File: src/rtl/redmule_pkg.sv
// Shared constants and types for the RedMulE MX front-end.
// Holds the default slot depth and the per-stream slot status flags.
package redmule_pkg;

    localparam int unsigned MX_SLOT_DEPTH = 2;
    localparam int unsigned MX_X_EXP_W    = 8;

    typedef struct packed {
        logic empty;
        logic full;
        logic exp_valid;
    } mx_slot_flags_t;

endpackage

File: src/rtl/redmule_mx_slot.sv
// One MX stream slot: mantissa FIFO, shared-exponent register with reuse counter,
// and an exponent-starvation counter built only when REDMULE_MX_SLOT_PERF_EN is defined.
module redmule_mx_slot
    import redmule_pkg::*;
#(
    parameter int unsigned DATA_W    = 256,
    parameter int unsigned EXP_W     = 8,
    parameter int unsigned DEPTH     = MX_SLOT_DEPTH,
    parameter int unsigned EXP_REUSE = 1
) (
    input  logic              clk_i,
    input  logic              rst_ni,
    input  logic              clear,
    input  logic              enable,
    input  logic              man_valid,
    output logic              man_ready,
    input  logic [DATA_W-1:0] man_data,
    input  logic              exp_valid,
    output logic              exp_ready,
    input  logic [EXP_W-1:0]  exp_data,
    output logic              slot_valid,
    output logic              slot_exp_valid,
    output logic [DATA_W-1:0] slot_data,
    output logic [EXP_W-1:0]  slot_exp,
    input  logic              consume,
    output logic [31:0]       stall_cnt
);

    localparam int unsigned PTR_W = $clog2(DEPTH);
    localparam int unsigned CNT_W = $clog2(DEPTH + 1);
    localparam int unsigned RU_W  = (EXP_REUSE > 1) ? $clog2(EXP_REUSE) : 1;
    localparam logic [CNT_W-1:0] FULL_CNT = CNT_W'(DEPTH);
    localparam logic [RU_W-1:0]  RU_LAST  = RU_W'(EXP_REUSE - 1);

    logic [DATA_W-1:0] mem_r [DEPTH];
    logic [PTR_W-1:0]  wr_ptr_r;
    logic [PTR_W-1:0]  rd_ptr_r;
    logic [CNT_W-1:0]  count_r;
    logic              exp_valid_r;
    logic [EXP_W-1:0]  exp_r;
    logic [RU_W-1:0]   reuse_cnt_r;

    mx_slot_flags_t flags_s;
    logic           push_s;
    logic           pop_s;
    logic           exp_load_s;
    logic           exp_release_s;

    // Handshakes depend on registered state only; a pop never reopens ready in the same cycle.
    always_comb begin
        flags_s.empty     = (count_r == {CNT_W{1'b0}});
        flags_s.full      = (count_r == FULL_CNT);
        flags_s.exp_valid = exp_valid_r;

        man_ready      = enable & ~flags_s.full;
        exp_ready      = enable & ~flags_s.exp_valid;
        slot_valid     = enable & ~flags_s.empty;
        slot_exp_valid = enable & flags_s.exp_valid;
        slot_data      = mem_r[rd_ptr_r];
        slot_exp       = exp_r;

        push_s        = man_valid & man_ready;
        pop_s         = consume & slot_valid & slot_exp_valid;
        exp_load_s    = exp_valid & exp_ready;
        exp_release_s = pop_s & (reuse_cnt_r == RU_LAST);
    end

    // Mantissa FIFO storage, pointers (power-of-two depth wraps naturally) and occupancy.
    always_ff @(posedge clk_i or negedge rst_ni) begin
        if (!rst_ni) begin
            for (int i = 0; i < int'(DEPTH); i++) mem_r[i] <= {DATA_W{1'b0}};
            wr_ptr_r <= {PTR_W{1'b0}};
            rd_ptr_r <= {PTR_W{1'b0}};
            count_r  <= {CNT_W{1'b0}};
        end else if (clear) begin
            for (int i = 0; i < int'(DEPTH); i++) mem_r[i] <= {DATA_W{1'b0}};
            wr_ptr_r <= {PTR_W{1'b0}};
            rd_ptr_r <= {PTR_W{1'b0}};
            count_r  <= {CNT_W{1'b0}};
        end else begin
            if (push_s) begin
                mem_r[wr_ptr_r] <= man_data;
                wr_ptr_r        <= wr_ptr_r + PTR_W'(1);
            end
            if (pop_s) begin
                rd_ptr_r <= rd_ptr_r + PTR_W'(1);
            end
            case ({push_s, pop_s})
                2'b10:   count_r <= count_r + CNT_W'(1);
                2'b01:   count_r <= count_r - CNT_W'(1);
                default: count_r <= count_r;
            endcase
        end
    end

    // Exponent register and reuse counter; a released exponent refills one cycle later at the earliest.
    always_ff @(posedge clk_i or negedge rst_ni) begin
        if (!rst_ni) begin
            exp_valid_r <= 1'b0;
            exp_r       <= {EXP_W{1'b0}};
            reuse_cnt_r <= {RU_W{1'b0}};
        end else if (clear) begin
            exp_valid_r <= 1'b0;
            exp_r       <= {EXP_W{1'b0}};
            reuse_cnt_r <= {RU_W{1'b0}};
        end else begin
            if (exp_load_s) begin
                exp_valid_r <= 1'b1;
                exp_r       <= exp_data;
            end else if (exp_release_s) begin
                exp_valid_r <= 1'b0;
            end
            if (pop_s) begin
                reuse_cnt_r <= exp_release_s ? {RU_W{1'b0}} : reuse_cnt_r + RU_W'(1);
            end
        end
    end

`ifdef REDMULE_MX_SLOT_PERF_EN
    logic [31:0] stall_cnt_r;

    // Saturating count of cycles where mantissa data waits on a missing exponent.
    always_ff @(posedge clk_i or negedge rst_ni) begin
        if (!rst_ni) begin
            stall_cnt_r <= 32'd0;
        end else if (clear) begin
            stall_cnt_r <= 32'd0;
        end else if (!flags_s.empty && !flags_s.exp_valid && enable && (stall_cnt_r != 32'hFFFF_FFFF)) begin
            stall_cnt_r <= stall_cnt_r + 32'd1;
        end
    end

    assign stall_cnt = stall_cnt_r;
`else
    assign stall_cnt = 32'd0;
`endif

`ifdef REDMULE_MX_SLOT_ASSERT
    redmule_mx_slot_chk u_chk (
        .clk_i          (clk_i),
        .rst_ni         (rst_ni),
        .consume        (consume),
        .slot_valid     (slot_valid),
        .slot_exp_valid (slot_exp_valid)
    );
`endif

endmodule

File: src/rtl/redmule_mx_slot_chk.sv
// Protocol checker for one MX slot stream: a consume must only hit a complete slot.
// Built only when REDMULE_MX_SLOT_ASSERT is defined; the slot instantiates it in that case.
`ifdef REDMULE_MX_SLOT_ASSERT
module redmule_mx_slot_chk (
    input logic clk_i,
    input logic rst_ni,
    input logic consume,
    input logic slot_valid,
    input logic slot_exp_valid
);

    // A consume on an incomplete slot is dropped by the slot, but it is still an arbiter bug.
    consume_on_complete_slot: assert property (@(posedge clk_i) disable iff (!rst_ni)
        consume |-> (slot_valid && slot_exp_valid))
    else $error("redmule_mx_slot: consume while slot or exponent not valid");

endmodule
`endif

File: src/rtl/redmule_mx_slot_ctrl.sv
// MX decoder front-end: pairs X/W mantissa beats with their shared-scale exponents.
// Optional stall counters are built when REDMULE_MX_SLOT_PERF_EN is defined.
module redmule_mx_slot_ctrl
    import redmule_pkg::*;
#(
    parameter int unsigned MX_DATA_W       = 256,
    parameter int unsigned MX_EXP_VECTOR_W = 32,
    parameter int unsigned SLOT_DEPTH      = MX_SLOT_DEPTH,
    parameter int unsigned X_EXP_REUSE     = 1,
    parameter int unsigned W_EXP_REUSE     = 1
) (
    input  logic                       clk_i,
    input  logic                       rst_ni,
    input  logic                       clear_i,
    input  logic                       mx_enable_i,
    input  logic                       x_man_valid_i,
    output logic                       x_man_ready_o,
    input  logic [MX_DATA_W-1:0]       x_man_data_i,
    input  logic                       x_exp_valid_i,
    output logic                       x_exp_ready_o,
    input  logic [MX_X_EXP_W-1:0]      x_exp_data_i,
    input  logic                       w_man_valid_i,
    output logic                       w_man_ready_o,
    input  logic [MX_DATA_W-1:0]       w_man_data_i,
    input  logic                       w_exp_valid_i,
    output logic                       w_exp_ready_o,
    input  logic [MX_EXP_VECTOR_W-1:0] w_exp_data_i,
    output logic                       x_slot_valid_o,
    output logic                       x_slot_exp_valid_o,
    output logic [MX_DATA_W-1:0]       x_slot_data_o,
    output logic [MX_X_EXP_W-1:0]      x_slot_exp_o,
    output logic                       w_slot_valid_o,
    output logic                       w_slot_exp_valid_o,
    output logic [MX_DATA_W-1:0]       w_slot_data_o,
    output logic [MX_EXP_VECTOR_W-1:0] w_slot_exp_o,
    input  logic                       consume_x_slot_i,
    input  logic                       consume_w_slot_i,
    output logic [31:0]                x_stall_cnt_o,
    output logic [31:0]                w_stall_cnt_o
);

    redmule_mx_slot #(
        .DATA_W    (MX_DATA_W),
        .EXP_W     (MX_X_EXP_W),
        .DEPTH     (SLOT_DEPTH),
        .EXP_REUSE (X_EXP_REUSE)
    ) u_x_slot (
        .clk_i          (clk_i),
        .rst_ni         (rst_ni),
        .clear          (clear_i),
        .enable         (mx_enable_i),
        .man_valid      (x_man_valid_i),
        .man_ready      (x_man_ready_o),
        .man_data       (x_man_data_i),
        .exp_valid      (x_exp_valid_i),
        .exp_ready      (x_exp_ready_o),
        .exp_data       (x_exp_data_i),
        .slot_valid     (x_slot_valid_o),
        .slot_exp_valid (x_slot_exp_valid_o),
        .slot_data      (x_slot_data_o),
        .slot_exp       (x_slot_exp_o),
        .consume        (consume_x_slot_i),
        .stall_cnt      (x_stall_cnt_o)
    );

    redmule_mx_slot #(
        .DATA_W    (MX_DATA_W),
        .EXP_W     (MX_EXP_VECTOR_W),
        .DEPTH     (SLOT_DEPTH),
        .EXP_REUSE (W_EXP_REUSE)
    ) u_w_slot (
        .clk_i          (clk_i),
        .rst_ni         (rst_ni),
        .clear          (clear_i),
        .enable         (mx_enable_i),
        .man_valid      (w_man_valid_i),
        .man_ready      (w_man_ready_o),
        .man_data       (w_man_data_i),
        .exp_valid      (w_exp_valid_i),
        .exp_ready      (w_exp_ready_o),
        .exp_data       (w_exp_data_i),
        .slot_valid     (w_slot_valid_o),
        .slot_exp_valid (w_slot_exp_valid_o),
        .slot_data      (w_slot_data_o),
        .slot_exp       (w_slot_exp_o),
        .consume        (consume_w_slot_i),
        .stall_cnt      (w_stall_cnt_o)
    );

endmodule

File: config.mk
export PLATFORM = sky130hd
export DESIGN_NAME = redmule_mx_slot_ctrl
export DESIGN_NICKNAME = d
export VERILOG_FILES = /design/src/rtl/redmule_pkg.sv /design/src/rtl/redmule_mx_slot.sv /design/src/rtl/redmule_mx_slot_chk.sv /design/src/rtl/redmule_mx_slot_ctrl.sv
export SDC_FILE = /design/constraint.sdc
export NUM_CORES = 1
export LEC_CHECK = 0
export ABC_CLOCK_PERIOD_IN_PS = 2600
export BUFFER_PORTS_ARGS = -buffer_cell sky130_fd_sc_hd__clkbuf_2
export CAP_MARGIN = 5
export CORE_AREA = 8 8 457 459
export DETAILED_ROUTE_END_ITERATION = 10
export DIE_AREA = 0 0 465 467
export SETUP_SLACK_MARGIN = 0.2
export SLEW_MARGIN = 20
export SYNTH_ARGS = -nofsm -noshare
export SYNTH_HDL_FRONTEND = slang
export SYNTH_HIERARCHICAL = 1
export SYNTH_SLANG_ARGS = --single-unit
File: constraint.sdc
create_clock -name clk_i -period 2.6 [get_ports clk_i]
set_input_delay 0.13 -clock clk_i [delete_from_list [all_inputs] [get_ports clk_i]]
set_output_delay 0.13 -clock clk_i [all_outputs]
set_load 0.02 [all_outputs]
After elaboration in Yosys (flattened, before gate mapping)

Cells that the tools add are included.

Reductions and logical operators: 14
Bitwise logic cells: 30
Eq/ne operators: 6
$lt $le $gt $ge: 6
Add/sub/neg operators: 10
Mux-type cells: 44

Operator list:

| operator                                                                      | number |
|---|---|
| 256-bit 2-to-1 mux                                                            | 8 |
| 512-bit 2-to-1 mux                                                            | 4 |
| 512-bit bitwise mux                                                           | 2 |
| 256-bit demux with 1-bit select                                               | 2 |
| 32-bit 2-to-1 mux                                                             | 2 |
| 1-bit 2-to-1 mux                                                              | 20 |
| 1-bit bitwise AND                                                             | 18 |
| 8-bit 2-to-1 mux                                                              | 2 |
| 2-bit nonzero test                                                            | 6 |
| 3-bit nonzero test                                                            | 4 |
| 2-bit equality test (second input constant)                                   | 4 |
| 2-bit greater-or-equal comparator (second input constant)                     | 4 |
| 1-bit inverter                                                                | 8 |
| 1-bit inverter with 2-bit output                                              | 4 |
| 2-bit one-hot mux with 2 select lines                                         | 2 |
| 1-bit adder (second input constant)                                           | 6 |
| 2-bit by 1-bit adder with 2-bit output (second input constant)                | 2 |
| 2-bit by 1-bit equality test with 1-bit output (second input constant)        | 2 |
| 2-bit logical NOT                                                             | 2 |
| 2-bit by 1-bit less-than comparator with 1-bit output (second input constant) | 2 |
| 2-bit 2-to-1 mux                                                              | 2 |
| 2-bit by 1-bit subtractor with 2-bit output (second input constant)           | 2 |
| 1-bit logical AND                                                             | 2 |

Bits in registers: 1076
Output and inout bits: 624
Bits of input ports: 562

Logic depth before layout (Yosys ltp)

Gate-level depths: netlist (run 1).

Word-level depth: 9
Gate-level depth with buffers: 6
Gate-level depth less buffers: 3

Hierarchy

Netlist (run 1), hierarchy kept.

Modules (own cells, without submodules):

| module                      | times used | area an instance (µm²) | cells an instance | sequential area each (µm²) |
|---|---|---|---|---|
| redmule_mx_slot at u_w_slot | 1          | 22854.4                | 1573              | 13763.2 |
| redmule_mx_slot at u_x_slot | 1          | 21887.2                | 1528              | 13162.6 |

Least setup slack after synthesis (run 1)

OpenSTA, ideal clock, no wires.

Path kind: register -> register
Start: register u_w_slot.exp_valid_r
End: register u_w_slot.exp_r[11] (netlist: u_w_slot/slot_exp[11])
Data arrival time: 1.463 ns
Library setup time: 0.121 ns
Data required time: 2.479 ns
Slack: 1.016 ns
Buffers on the path: 1
Cell stages (with the launch flop): 5
Clock period less this slack: 1.584 ns
Cell sequence: dfrtp_1 -> nor2b_1 -> a21oi_1 -> clkbuf_1 -> a22o_1

Cells in the longest elaborated chain, start to end: 4

Ends and longest elaborated chain:

| element                             | line                       | text |
|---|---|---|
| start, declared                     | redmule_mx_slot.sv:39      | `logic exp_valid_r;` |
| start signal, assigned              | redmule_mx_slot.sv:99      | `exp_valid_r <= 1'b0;` |
| start signal, assigned              | redmule_mx_slot.sv:103     | `exp_valid_r <= 1'b0;` |
| start signal, assigned              | redmule_mx_slot.sv:108     | `exp_valid_r <= 1'b1;` |
| 1-bit inverter                      | redmule_mx_slot.sv:56      | `exp_ready = enable & ~flags_s.exp_valid;` |
| 1-bit bitwise AND                   | redmule_mx_slot.sv:56      |  |
| named net w_exp_ready_o             | redmule_mx_slot_ctrl.sv:26 | `output logic w_exp_ready_o,` |
| 1-bit bitwise AND                   | redmule_mx_slot.sv:64      | `exp_load_s = exp_valid & exp_ready;` |
| 2-bit nonzero test (no source line) | n/a                        |  |
| end signal, assigned                | redmule_mx_slot.sv:100     | `exp_r <= {EXP_W{1'b0}};` |
| end signal, assigned                | redmule_mx_slot.sv:104     | `exp_r <= {EXP_W{1'b0}};` |
| end signal, assigned                | redmule_mx_slot.sv:109     | `exp_r <= exp_data;` |
| end, declared                       | redmule_mx_slot.sv:40      | `logic [EXP_W-1:0] exp_r;` |

The timed path passes the listed nets, and every way through them passes these cells.
A chain may end at the register's enable or synchronous reset.

Worst setup path in the final report (run 1)

Start: register u_x_slot.rd_ptr_r
End: output x_slot_data_o[124]

Cells in the longest elaborated chain, start to end: 4

Ends and longest elaborated chain:

| element                                                | line                       | text |
|---|---|---|
| start, declared                                        | redmule_mx_slot.sv:37      | `logic [PTR_W-1:0] rd_ptr_r;` |
| start signal, assigned                                 | redmule_mx_slot.sv:73      | `rd_ptr_r <= {PTR_W{1'b0}};` |
| start signal, assigned                                 | redmule_mx_slot.sv:78      | `rd_ptr_r <= {PTR_W{1'b0}};` |
| start signal, assigned                                 | redmule_mx_slot.sv:86      | `rd_ptr_r <= rd_ptr_r + PTR_W'(1);` |
| 1-bit inverter with 2-bit output (implied by the code) | redmule_mx_slot.sv:59      | `slot_data = mem_r[rd_ptr_r];` |
| 256-bit 2-to-1 mux (implied by the code) (3 in a row)  | redmule_mx_slot.sv:59      |  |
| end, declared                                          | redmule_mx_slot_ctrl.sv:30 | `output logic [MX_DATA_W-1:0] x_slot_data_o,` |

Every way passes these cells. The select of a mux whose other input is x is not followed.

==> impl_summary.log, run 1 <==
[metrics] crit share post-route: 97.2%
[metrics] final hold vios: 0
[metrics] setup tns final: 0 ns
[metrics] total via count in the routed design: 36300
[metrics] type of element capturing the critical path: primary output
[metrics] Worst-Margin Slew: 0.706 ns
[metrics] via count of the first global-routing pass: 38400
[metrics] Relative slew margins: 52.8%
[metrics] count of flip-flops with a built-in enable after synthesis: 0
[metrics] global routing usage summed across all routing layers: 17.4%
[metrics] starting density of the core: 22.2%
[metrics] crit-path cells: buf_6 > buf_6 > buf_12 > buf_12 > buf_12 > mux2_4 > buf_8
[metrics] share of flip-flops with an asynchronous set or reset: 100%
[metrics] TritonCTS clock tree: done
[metrics] RSZ-0062 raised after global routing: true
[metrics] RD Place Congestion: 0.889
[metrics] number of search-and-repair iterations in the first detailed-routing pass: 5
[metrics] Critical Path Most Common Cell: sky130_fd_sc_hd__buf_12
[metrics] Worst Clk Skew: 0.0653 ns
[metrics] data required time at the worst endpoint: 2.47 ns
[metrics] number of synthesized register bits: 1076
[metrics] highest achievable clock rate: 0.396 GHz
[metrics] drt wl/cell: 26.5 µm
[metrics] wire length of the first global-routing pass: 284 mm
[metrics] ports placed on the boundary: 1186
[metrics] critical path data arrival time: 2.40 ns
[metrics] total number of clock tree sinks: 1076
[metrics] part of the Yosys area used for sequential elements: 60.2%
[metrics] Cells after Synth: 3101
[metrics] total standard cell area after synthesis: 44700 µm²
[metrics] most repeated cell in the gate-level netlist after synthesis: sky130_fd_sc_hd__dfrtp_1
[metrics] Via-to-Cell Ratio: 4.77
[metrics] fraction of final layout cells with drive strength greater than 1: 41.3%
[metrics] antenna violations before repair: 36
[metrics] crit path max fanout: 5
[metrics] final cell count without fillers: 7603
[metrics] number of port buffers: 1121
[metrics] total setup violations reported at the end of the flow: 0
[metrics] outcome: finished, final reports clean
[metrics] VDD IR max: 0.000617 V
[metrics] static power due to leakage: 0.0326 µW
[metrics] Final Power: 41300 µW
[metrics] top post-synthesis cells by count: 1076 x sky130_fd_sc_hd__dfrtp_1, 1056 x sky130_fd_sc_hd__a22o_1, 512 x sky130_fd_sc_hd__mux2_2
[metrics] post-detailed-routing wire length: 201 mm
[metrics] source-to-sink clock delay at the later pin of the worst-skew pair: 0.78 ns
[metrics] number of nets with antenna violations after routing: 0
[metrics] Power Dens Cells: 620 nW/µm²
[metrics] Max Slew Vio Count: 0
[metrics] number of design-rule violations left by the first detailed-router iteration: 2595
[metrics] die height: 467 µm
[metrics] Tmin final: 2.53 ns
[metrics] Post-Place Cells: 6707
[metrics] cell at the root of the clock tree: sky130_fd_sc_hd__clkbuf_16
[metrics] share of the synthesized area in the top cell type: 60.2%
[metrics] clock-pin slew reported for the worst setup and hold paths after clock tree synthesis: 0.07 ns
[metrics] flop-to-flop setup slack: 0.39 ns
[metrics] cell family with most CP delay: buffers and inverters
[metrics] maximum number of pins on one net before global-route repair: 102
[metrics] TritonCTS Buffers: 120
[metrics] library cell contributing the largest single delay on the critical path: sky130_fd_sc_hd__dfrtp_4
[metrics] Total Nets Final: 5360
[metrics] Critical Path Max Stage Delay: 0.50 ns
[metrics] critical setup path kind: flop to primary output
[metrics] Warnings, synthesis: 6
[metrics] max-capacitance violation count: 0
[metrics] area growth from synthesis to layout: 48.7%
[metrics] class of the tightest hold or removal check: primary input to flop
[metrics] Worst Setup Start Kind: flop
[metrics] most used flip-flop cell after synthesis: sky130_fd_sc_hd__dfrtp_1
[metrics] crit path buf inv count: 6
[metrics] maximum buffer depth of the clock tree: 3
[metrics] mean area per synthesized cell: 14.4 µm²
[metrics] Unique masters post-synth: 37
[metrics] fill cell total of the finished layout: 19500
[metrics] top cell type by total area after synthesis: sky130_fd_sc_hd__dfrtp_1
[metrics] H-tree Lvls: 3
[metrics] remaining routing DRC violations: 0
[metrics] GRT overflow: 0
[metrics] HPWL Detailed: 142 mm
[metrics] CORE AREA: 201000 µm²
[metrics] top cells by area, synth: sky130_fd_sc_hd__dfrtp_1 60%, sky130_fd_sc_hd__a22o_1 21%, sky130_fd_sc_hd__mux2_2 13%
[metrics] placement row count: 165
[metrics] area enclosed by the die boundary: 217000 µm²
[metrics] chip width: 465 µm
## stage by stage
step	setup WS (ns)	hold slack, ns	utilization [%]	area, µm²
after global placement	0.461	0.231	26.6	53500
after CTS	-0.0627	0.0159	32.4	65300
after floorplan	1.02	-0.166	-	45000
final	0.0716	0.101	33.0	66500
after detailed placement	0.418	0.234	26.6	53500
after global routing	-0.0196	0.0492	33.0	66500
## timing repair
action / 4_1_cts / 5_1_grt
hold buffers: 573 / 0
gates resized for setup: 229 / 383
setup buffers: 24 / 12
endpoints found under the setup margin: 494 / 507
hold endpoints to repair: 2119 / 0
cloned: 21 / 10
## cells by family (layout without fill, tap and decap cells)
group                  count (synthesis)  after routing  share of synthesized area, %
buffers and inverters                367           2104                          4.84
multiplexers                         520            520                          13.1
AND/OR/NAND/NOR                       48             48                         0.730
XOR/XNOR                               2              2                        0.0392
flip-flops                          1076           1076                          60.2
AO/OA/AOI/OAI                       1086           1086                          21.1
other                                  2             95                        0.0168
## power by group
| group | switching [µW] | internal, µW | leakage [µW] |
|---|---|---|---|
| Sequential | 336 | 17300 | 0.0148 |
| Clock | 7510 | 10500 | 0.00205 |
| Combinational | 3210 | 2350 | 0.0158 |
| Total | 11100 | 30200 | 0.0326 |
## worst register-to-register path: stages (launching register included)
cell,delay [ns]
sky130_fd_sc_hd__dfrtp_1,0.47
sky130_fd_sc_hd__nand3b_1,0.62
sky130_fd_sc_hd__mux2i_1,0.37
sky130_fd_sc_hd__nor2_1,0.06
sky130_fd_sc_hd__dlygate4sd3_1,0.55
## registers in the layout, indices dropped and copies added, names as in the netlist
name / flops
u_x_slot/mem_r: 512
u_w_slot/exp_valid_r: 1
u_w_slot/slot_exp: 32
u_x_slot/count_r: 2
u_x_slot/wr_ptr_r: 1
u_x_slot/slot_exp: 8
u_x_slot/rd_ptr_r: 1
u_w_slot/wr_ptr_r: 1
u_x_slot/exp_valid_r: 1
u_w_slot/rd_ptr_r: 1
u_w_slot/mem_r: 512
u_w_slot/count_r: 2
u_w_slot/reuse_cnt_r: 1
u_x_slot/reuse_cnt_r: 1
## layer usage
metal / global-route usage [%] / part of all wire, %
met4: 6.34 / 3.8
met3: 7.35 / 11
met1: 22.4 / 41
met2: 26.2 / 44
met5: 0 / 0.0094
## path summary, 6_finish.rpt
check                                          start               endpoint  cells after the start
worst min register to register    u_w_slot/mem_r[85]     u_w_slot/mem_r[85]                      1
min in group asynchronous                     rst_ni    u_w_slot/mem_r[119]                      3
worst max register to register  u_x_slot/exp_valid_r   u_x_slot/slot_exp[5]                      4
worst min-delay path                w_exp_data_i[21]  u_w_slot/slot_exp[21]                      3
max in group asynchronous                     rst_ni    u_x_slot/mem_r[418]                      4
worst max-delay path               u_x_slot/rd_ptr_r     x_slot_data_o[124]                      7
## area by class of cell
cell class / count / area [µm²] / area share, %
multi-input cells: 1720 / 16300 / 24.5
clock buffers: 180 / 3540 / 5.32
well taps: 2672 / 3340 / 5.03
clock inverters: 44 / 682 / 1.03
repair buffers: 1873 / 15600 / 23.5
diodes: 31 / 77.6 / 0.117
flip-flops and latches: 1076 / 26900 / 40.5
inverters: 7 / 26.3 / 0.0395
## cell usage in the layout, fill, tap and decap left out, drive strengths merged, types with 11 or more instances in the layout
cell            n
a22o         1056
buf           272
bufinv         11
clkbuf       1202
clkinv         22
conb           64
dfrtp        1076
diode          31
dlygate4sd3   573
inv            12
mux2          512
nor2           13
No activity file was read; power rests on OpenSTA's default activity.
==> run 2, diff against run 1 <==
- CORE_AREA: 8 8 457 459 -> 8 8 454 456
- DIE_AREA: 0 0 465 467 -> 0 0 462 464
==> run 2 against run 1 <==
  * Clock skew increased by 0.0013 ns
  * Utilization increased by 0.60 points
  * Via count rose by 1.3%
  * Non-clock buffer count rose by 13
  * Final cell count grew 0.13%
  * Clock power grew 4%
  * Critical endpoint is now w_slot_data_o[211]
  * Critical path type unchanged
  * Clock-buffer cell count fell by 15
==> impl_summary.log, run 2 (synthesis results as in run 1) <==
[metrics] maximum buffer depth of the clock tree: 3
[metrics] placement row count: 164
[metrics] proportion of power drawn by the clock network: 44.7%
[metrics] HPWL Detailed: 142 mm
[metrics] RSZ-0062 raised after global routing: true
[metrics] global routing usage summed across all routing layers: 17.8%
[metrics] area growth from synthesis to layout: 49.4%
[metrics] Worst Clk Skew: 0.0667 ns
[metrics] die height: 464 µm
[metrics] highest achievable clock rate: 0.405 GHz
[metrics] cell depth of the worst flop-to-flop path: 5
[metrics] setup tns final: 0 ns
[metrics] worst reg2reg path endpoint: u_w_slot/slot_exp[0]
[metrics] number of design-rule violations left by the first detailed-router iteration: 2937
[metrics] class of the tightest hold or removal check: primary input to flop
[metrics] Post-Place Cells: 6708
[metrics] cell at the root of the clock tree: sky130_fd_sc_hd__clkbuf_16
[metrics] via count of the first global-routing pass: 38600
[metrics] number of nets with antenna violations after routing: 0
[metrics] drt wl/cell: 27.1 µm
[metrics] Switching Share: 26.5%
[metrics] critical path data arrival time: 2.34 ns
[metrics] crit share post-route: 94.9%
[metrics] Worst Hold Depth: 3
[metrics] Worst Setup Start Kind: flop
[metrics] post-detailed-routing wire length: 207 mm
[metrics] Max Slew Vio Count: 0
[metrics] Relative slew margins: 37.4%
[metrics] clock-pin slew reported for the worst setup and hold paths after clock tree synthesis: 0.06 ns
[metrics] remaining routing DRC violations: 0
[metrics] maximum number of pins on one net before global-route repair: 98
[metrics] top library cells by usage in the layout, fill and taps aside: 1074 x sky130_fd_sc_hd__dfrtp_1, 1056 x sky130_fd_sc_hd__a22o_1, 909 x sky130_fd_sc_hd__clkbuf_2, 577 x sky130_fd_sc_hd__dlygate4sd3_1, 398 x sky130_fd_sc_hd__mux2_2
[metrics] Via-to-Cell Ratio: 4.83
[metrics] antenna violations before repair: 58
[metrics] Core Util, Final: 33.6%
[metrics] final cell count without fillers: 7613
[metrics] WP depth: 4
[metrics] total via count in the routed design: 36800
[metrics] critical setup path kind: flop to primary output
[metrics] worst-case hold path end point: u_x_slot/mem_r[267]
[metrics] wire length of the first global-routing pass: 283 mm
[metrics] crit path max fanout: 12
[metrics] source-to-sink clock delay at the later pin of the worst-skew pair: 0.77 ns
[metrics] TritonCTS clock tree: done
[metrics] flop-to-flop setup slack: 0.42 ns
[metrics] leading cell type in the layout, fill and taps excluded: sky130_fd_sc_hd__dfrtp_1
[metrics] final hold slack: 0.127 ns
[metrics] data required time at the worst endpoint: 2.47 ns
[metrics] Worst-Margin Slew: 0.935 ns
[metrics] type of element capturing the critical path: primary output
[metrics] starting density of the core: 22.5%
[metrics] max-capacitance violation count: 0
[metrics] fraction of final layout cells with drive strength greater than 1: 41.7%
[metrics] Total Nets Final: 5373
[metrics] outcome: finished, final reports clean
[metrics] chip width: 462 µm
[metrics] crit-path cells: buf_16 > clkbuf_16 > mux2_4 > buf_2
[metrics] Critical Path Max Stage Delay: 0.51 ns
[metrics] RD Place Congestion: 0.902
[metrics] power share of the combinational group: 13.3%
[metrics] GRT overflow: 0
[metrics] crit path buf inv count: 3
[metrics] area enclosed by the die boundary: 214000 µm²
[metrics] Internal Dissipation: 30900 µW
[metrics] ports placed on the boundary: 1186
[metrics] NetSw: 11100 µW
[metrics] final hold vios: 0
[metrics] VDD IR max: 0.000608 V
[metrics] total setup violations reported at the end of the flow: 0
[metrics] number of search-and-repair iterations in the first detailed-routing pass: 7
[metrics] static power due to leakage: 0.0328 µW
[metrics] Power Dens Cells: 628 nW/µm²
[metrics] cell family with most CP delay: buffers and inverters
[metrics] H-tree Lvls: 3
[metrics] TritonCTS Buffers: 120
[metrics] CORE AREA: 199000 µm²
[metrics] total number of clock tree sinks: 1076
[metrics] Flop pwr share: 42.0%
[metrics] worst hold start: x_man_data_i[11]
[metrics] number of port buffers: 1121
[metrics] Tmin final: 2.47 ns
[metrics] reg-to-reg critical path startpoint: u_w_slot/exp_valid_r
[metrics] library cell contributing the largest single delay on the critical path: sky130_fd_sc_hd__dfrtp_4
-- run 2: how the worst max path moves through the flow --
stage | start | end
4_1_cts | u_w_slot/rd_ptr_r | w_slot_data_o[75]
6_report | u_w_slot/rd_ptr_r | w_slot_data_o[211]
2_1_floorplan | u_w_slot/exp_valid_r | u_w_slot/slot_exp[11]
3_3_place_gp | clear_i | u_w_slot/mem_r[473]
5_1_grt | u_x_slot/rd_ptr_r | x_slot_data_o[162]
3_5_place_dp | clear_i | u_x_slot/mem_r[252]
-- run 2: metrics by stage --
stage / setup slack [ns] / total power [µW] / instance area [µm²]
after CTS: 0.0182 / 42200 / 64800
final: 0.131 / 42000 / 66800
after global placement: 0.571 / 22300 / 53600
after floorplan: 1.02 / 20000 / 45000
after detailed placement: 0.556 / 22400 / 53600
after global routing: 0.0533 / 43600 / 66800
-- run 2: worst register-to-register path: stages (launching register included) --
cell	delay, ns
sky130_fd_sc_hd__dfrtp_1	0.51
sky130_fd_sc_hd__nor2b_1	0.33
sky130_fd_sc_hd__and3_2	0.27
sky130_fd_sc_hd__buf_12	0.25
sky130_fd_sc_hd__a22o_1	0.18
sky130_fd_sc_hd__dlygate4sd3_1	0.58
-- run 2: what timing repair did --
item / 4_1_cts / 5_1_grt
hold buffers: 577 / 0
gates resized for setup: 104 / 643
endpoints found under the hold margin: 1915 / 0
gates cloned: 14 / 24
buffers inserted: 12 / 10
pin swaps: 0 / 0
setup endpoints to repair: 464 / 488
-- run 2: power by group through the flow --
stage               clock [µW]  sequential (µW)  combinational (µW)
floorplan                    0            17900                2170
finish                   18800            17700                5590
CTS                      19200            17600                5380
global route             19900            17700                5940
detailed placement           0            17900                4450
global placement             0            17900                4390
-- run 2: cell type report --
cell class	count	area, µm²
Antenna cell	46	115
Clock buffer	165	3500
Clock inverter	57	918
Fill cell	19300	132000
Inverter	7	26.3
Multi-Input combinational cell	1720	16400
Sequential cell	1076	26900
Tap cell	2656	3320
Timing Repair Buffer	1886	15700
-- run 2: routing by layer --
metal	GRT usage [%]	up-vias	part of all wire, %
li1	-	15300	-
met1	21.7	19000	39
met2	26.8	2036	44
met3	8.61	413	13
met4	7.13	24	3.9
met5	0	-	0.073
==> run 3, diff against run 2 <==
- CELL_PAD_IN_SITES_DETAIL_PLACEMENT: not set -> 1
- CELL_PAD_IN_SITES_GLOBAL_PLACEMENT: not set -> 2
- PLACE_DENSITY_LB_ADDON: not set -> 0.1
==> run 3 against run 2 <==
  * Total power grew 1.5%
  * Clock-buffer cell count grew 44
  * Hold slack lost 0.018 ns
  * Combinational power is essentially flat
  * Sequential cell count is the same
  * Final cell count grew 0.80%
  * Clock skew shrank 0.024 ns
  * Critical path type unchanged
==> impl_summary.log, run 3 (synthesis results as in run 1) <==
[metrics] Worst Hold Depth: 4
[metrics] cell at the root of the clock tree: sky130_fd_sc_hd__clkbuf_16
[metrics] worst setup path startpoint: u_w_slot/rd_ptr_r
[metrics] worst-case hold path end point: u_w_slot/slot_exp[13]
[metrics] critical setup path kind: flop to primary output
[metrics] outcome: finished, final reports clean
[metrics] source-to-sink clock delay at the later pin of the worst-skew pair: 0.79 ns
[metrics] critical path data arrival time: 2.30 ns
[metrics] clock-pin slew reported for the worst setup and hold paths after clock tree synthesis: 0.05 ns
[metrics] number of nets with antenna violations after routing: 0
[metrics] total area of multi-input combinational cells: 16100 µm²
[metrics] area enclosed by the die boundary: 214000 µm²
[metrics] maximum number of pins on one net before global-route repair: 78
[metrics] Total Nets Final: 5434
[metrics] worst reg2reg path endpoint: u_w_slot/slot_exp[4]
[metrics] TritonCTS Buffers: 139
[metrics] top library cells by usage in the layout, fill and taps aside: 1074 x sky130_fd_sc_hd__dfrtp_1, 1056 x sky130_fd_sc_hd__a22o_1, 857 x sky130_fd_sc_hd__clkbuf_2, 594 x sky130_fd_sc_hd__dlygate4sd3_1, 459 x sky130_fd_sc_hd__mux2_2
[metrics] number of port buffers: 1121
[metrics] Worst Clk Skew: 0.0425 ns
[metrics] Worst Setup Start Kind: flop
[metrics] class of the tightest hold or removal check: primary input to flop
[metrics] total setup violations reported at the end of the flow: 0
[metrics] Core Util, Final: 34.0%
[metrics] post-detailed-routing wire length: 207 mm
[metrics] setup tns final: 0 ns
[metrics] Via-to-Cell Ratio: 4.62
[metrics] total via count in the routed design: 35500
[metrics] TritonCTS clock tree: done
[metrics] Final Power: 42700 µW
[metrics] chip width: 462 µm
[metrics] crit share post-route: 93.4%
[metrics] total number of clock tree sinks: 1076
[metrics] final hold vios: 0
[metrics] number of design-rule violations left by the first detailed-router iteration: 1596
[metrics] Max Slew Vio Count: 0
[metrics] VDD IR max: 0.000617 V
[metrics] fraction of final layout cells with drive strength greater than 1: 41.7%
[metrics] crit path max fanout: 7
[metrics] placement row count: 164
[metrics] HPWL Detailed: 141 mm
[metrics] highest achievable clock rate: 0.412 GHz
[metrics] Global Route met2 Usage: 30.0%
[metrics] type of element capturing the critical path: primary output
[metrics] CORE AREA: 199000 µm²
[metrics] drt wl/cell: 26.9 µm
[metrics] cell depth of the worst flop-to-flop path: 5
[metrics] leading cell type in the layout, fill and taps excluded: sky130_fd_sc_hd__dfrtp_1
[metrics] Register Area: 26900 µm²
[metrics] fill cell total of the finished layout: 21300
[metrics] area growth from synthesis to layout: 50.7%
[metrics] Worst-Margin Slew: 0.738 ns
[metrics] Most Used Layer, Global Route: met2
[metrics] met3 Track Usage GR: 5.11%
[metrics] via count of the first global-routing pass: 39900
[metrics] remaining routing DRC violations: 0
[metrics] maximum buffer depth of the clock tree: 3
[metrics] ports placed on the boundary: 1186
[metrics] GR Layer Usage met1: 22.9%
[metrics] RD Place Congestion: 0.762
[metrics] worst hold start: w_exp_valid_i
[metrics] RSZ-0062 raised after global routing: true
[metrics] GRT overflow: 0
[metrics] data required time at the worst endpoint: 2.47 ns
[metrics] H-tree Lvls: 4
[metrics] number of search-and-repair iterations in the first detailed-routing pass: 5
[metrics] reg-to-reg critical path startpoint: u_w_slot/exp_valid_r
[metrics] Relative slew margins: 50.8%
[metrics] wire length of the first global-routing pass: 296 mm
[metrics] antenna violations before repair: 70
[metrics] flop-to-flop setup slack: 0.49 ns
[metrics] global routing usage summed across all routing layers: 18.3%
[metrics] Tmin final: 2.43 ns
[metrics] max-capacitance violation count: 0
[metrics] die height: 464 µm
[metrics] static power due to leakage: 0.0331 µW
[metrics] Power Dens Cells: 632 nW/µm²
[metrics] starting density of the core: 22.5%
run 3: cell count changes in the layout (fill, tap and decap cells not counted), sizes merged:
cell         previous run  this run
buf                   352       443
bufbuf                  2         1
bufinv                 17         4
clkbuf               1120      1099
clkinv                 25        21
clkinvlp                7         3
diode                  46        44
dlygate4sd3           577       594
inv                    15        13
run 3: how the worst max path moves through the flow:
| stage | endpoint | cells past startpoint |
|---|---|---|
| 2_1_floorplan | u_w_slot/slot_exp[11] | 4 |
| 3_3_place_gp | u_x_slot/mem_r[45] | 5 |
| 3_5_place_dp | u_x_slot/mem_r[96] | 5 |
| 4_1_cts | w_slot_data_o[31] | 4 |
| 5_1_grt | x_slot_data_o[69] | 5 |
| 6_report | w_slot_data_o[73] | 5 |
run 3: per-layer routing:
metal	wire length [µm]	vias up
met5	102	-
met4	8310	16
met3	13200	350
met2	98700	1036
met1	86400	18600
li1	-	15400
run 3: power breakdown:
group / leakage (µW) / total (µW) / internal (µW) / switching (µW)
logic: 0.0161 / 5590 / 2430 / 3160
clock network: 0.00224 / 19400 / 11500 / 7950
registers: 0.0148 / 17600 / 17300 / 321
total: 0.0331 / 42700 / 31200 / 11400
run 3: final cells by class:
class | count | area share (%)
well taps | 2656 | 4.93
clock buffers | 209 | 6.18
clock inverters | 34 | 0.582
multi-input cells | 1720 | 23.9
diodes | 44 | 0.163
inverters | 7 | 0.0390
flip-flops and latches | 1076 | 39.9
repair buffers | 1928 | 24.3
run 3: what timing repair did:
item,4_1_cts,5_1_grt
endpoints found under the setup margin,497,481
cloned,5,38
endpoints found under the hold margin,1696,1
resized for setup,29,835
buffers inserted,9,16
hold buffers,594,1
run 3: worst max-delay path: stages (launching register included):
cell and delay [ns]:
sky130_fd_sc_hd__dfrtp_4 0.52, sky130_fd_sc_hd__buf_16 0.18, sky130_fd_sc_hd__clkbuf_16 0.20, sky130_fd_sc_hd__buf_16 0.16
sky130_fd_sc_hd__mux2_4 0.33, sky130_fd_sc_hd__buf_6 0.14
run 3: stage by stage:
step | hold WS, ns | std cells | setup slack [ns] | area, µm²
floorplan | -0.166 | 3163 | 1.02 | 45000
global placement | 0.161 | 6724 | 0.575 | 53900
detailed placement | 0.155 | 6724 | 0.556 | 53900
CTS | 0.00219 | 7575 | 0.0256 | 64800
global route | 0.0560 | 7661 | 0.0627 | 67400
finish | 0.109 | 7674 | 0.170 | 67400
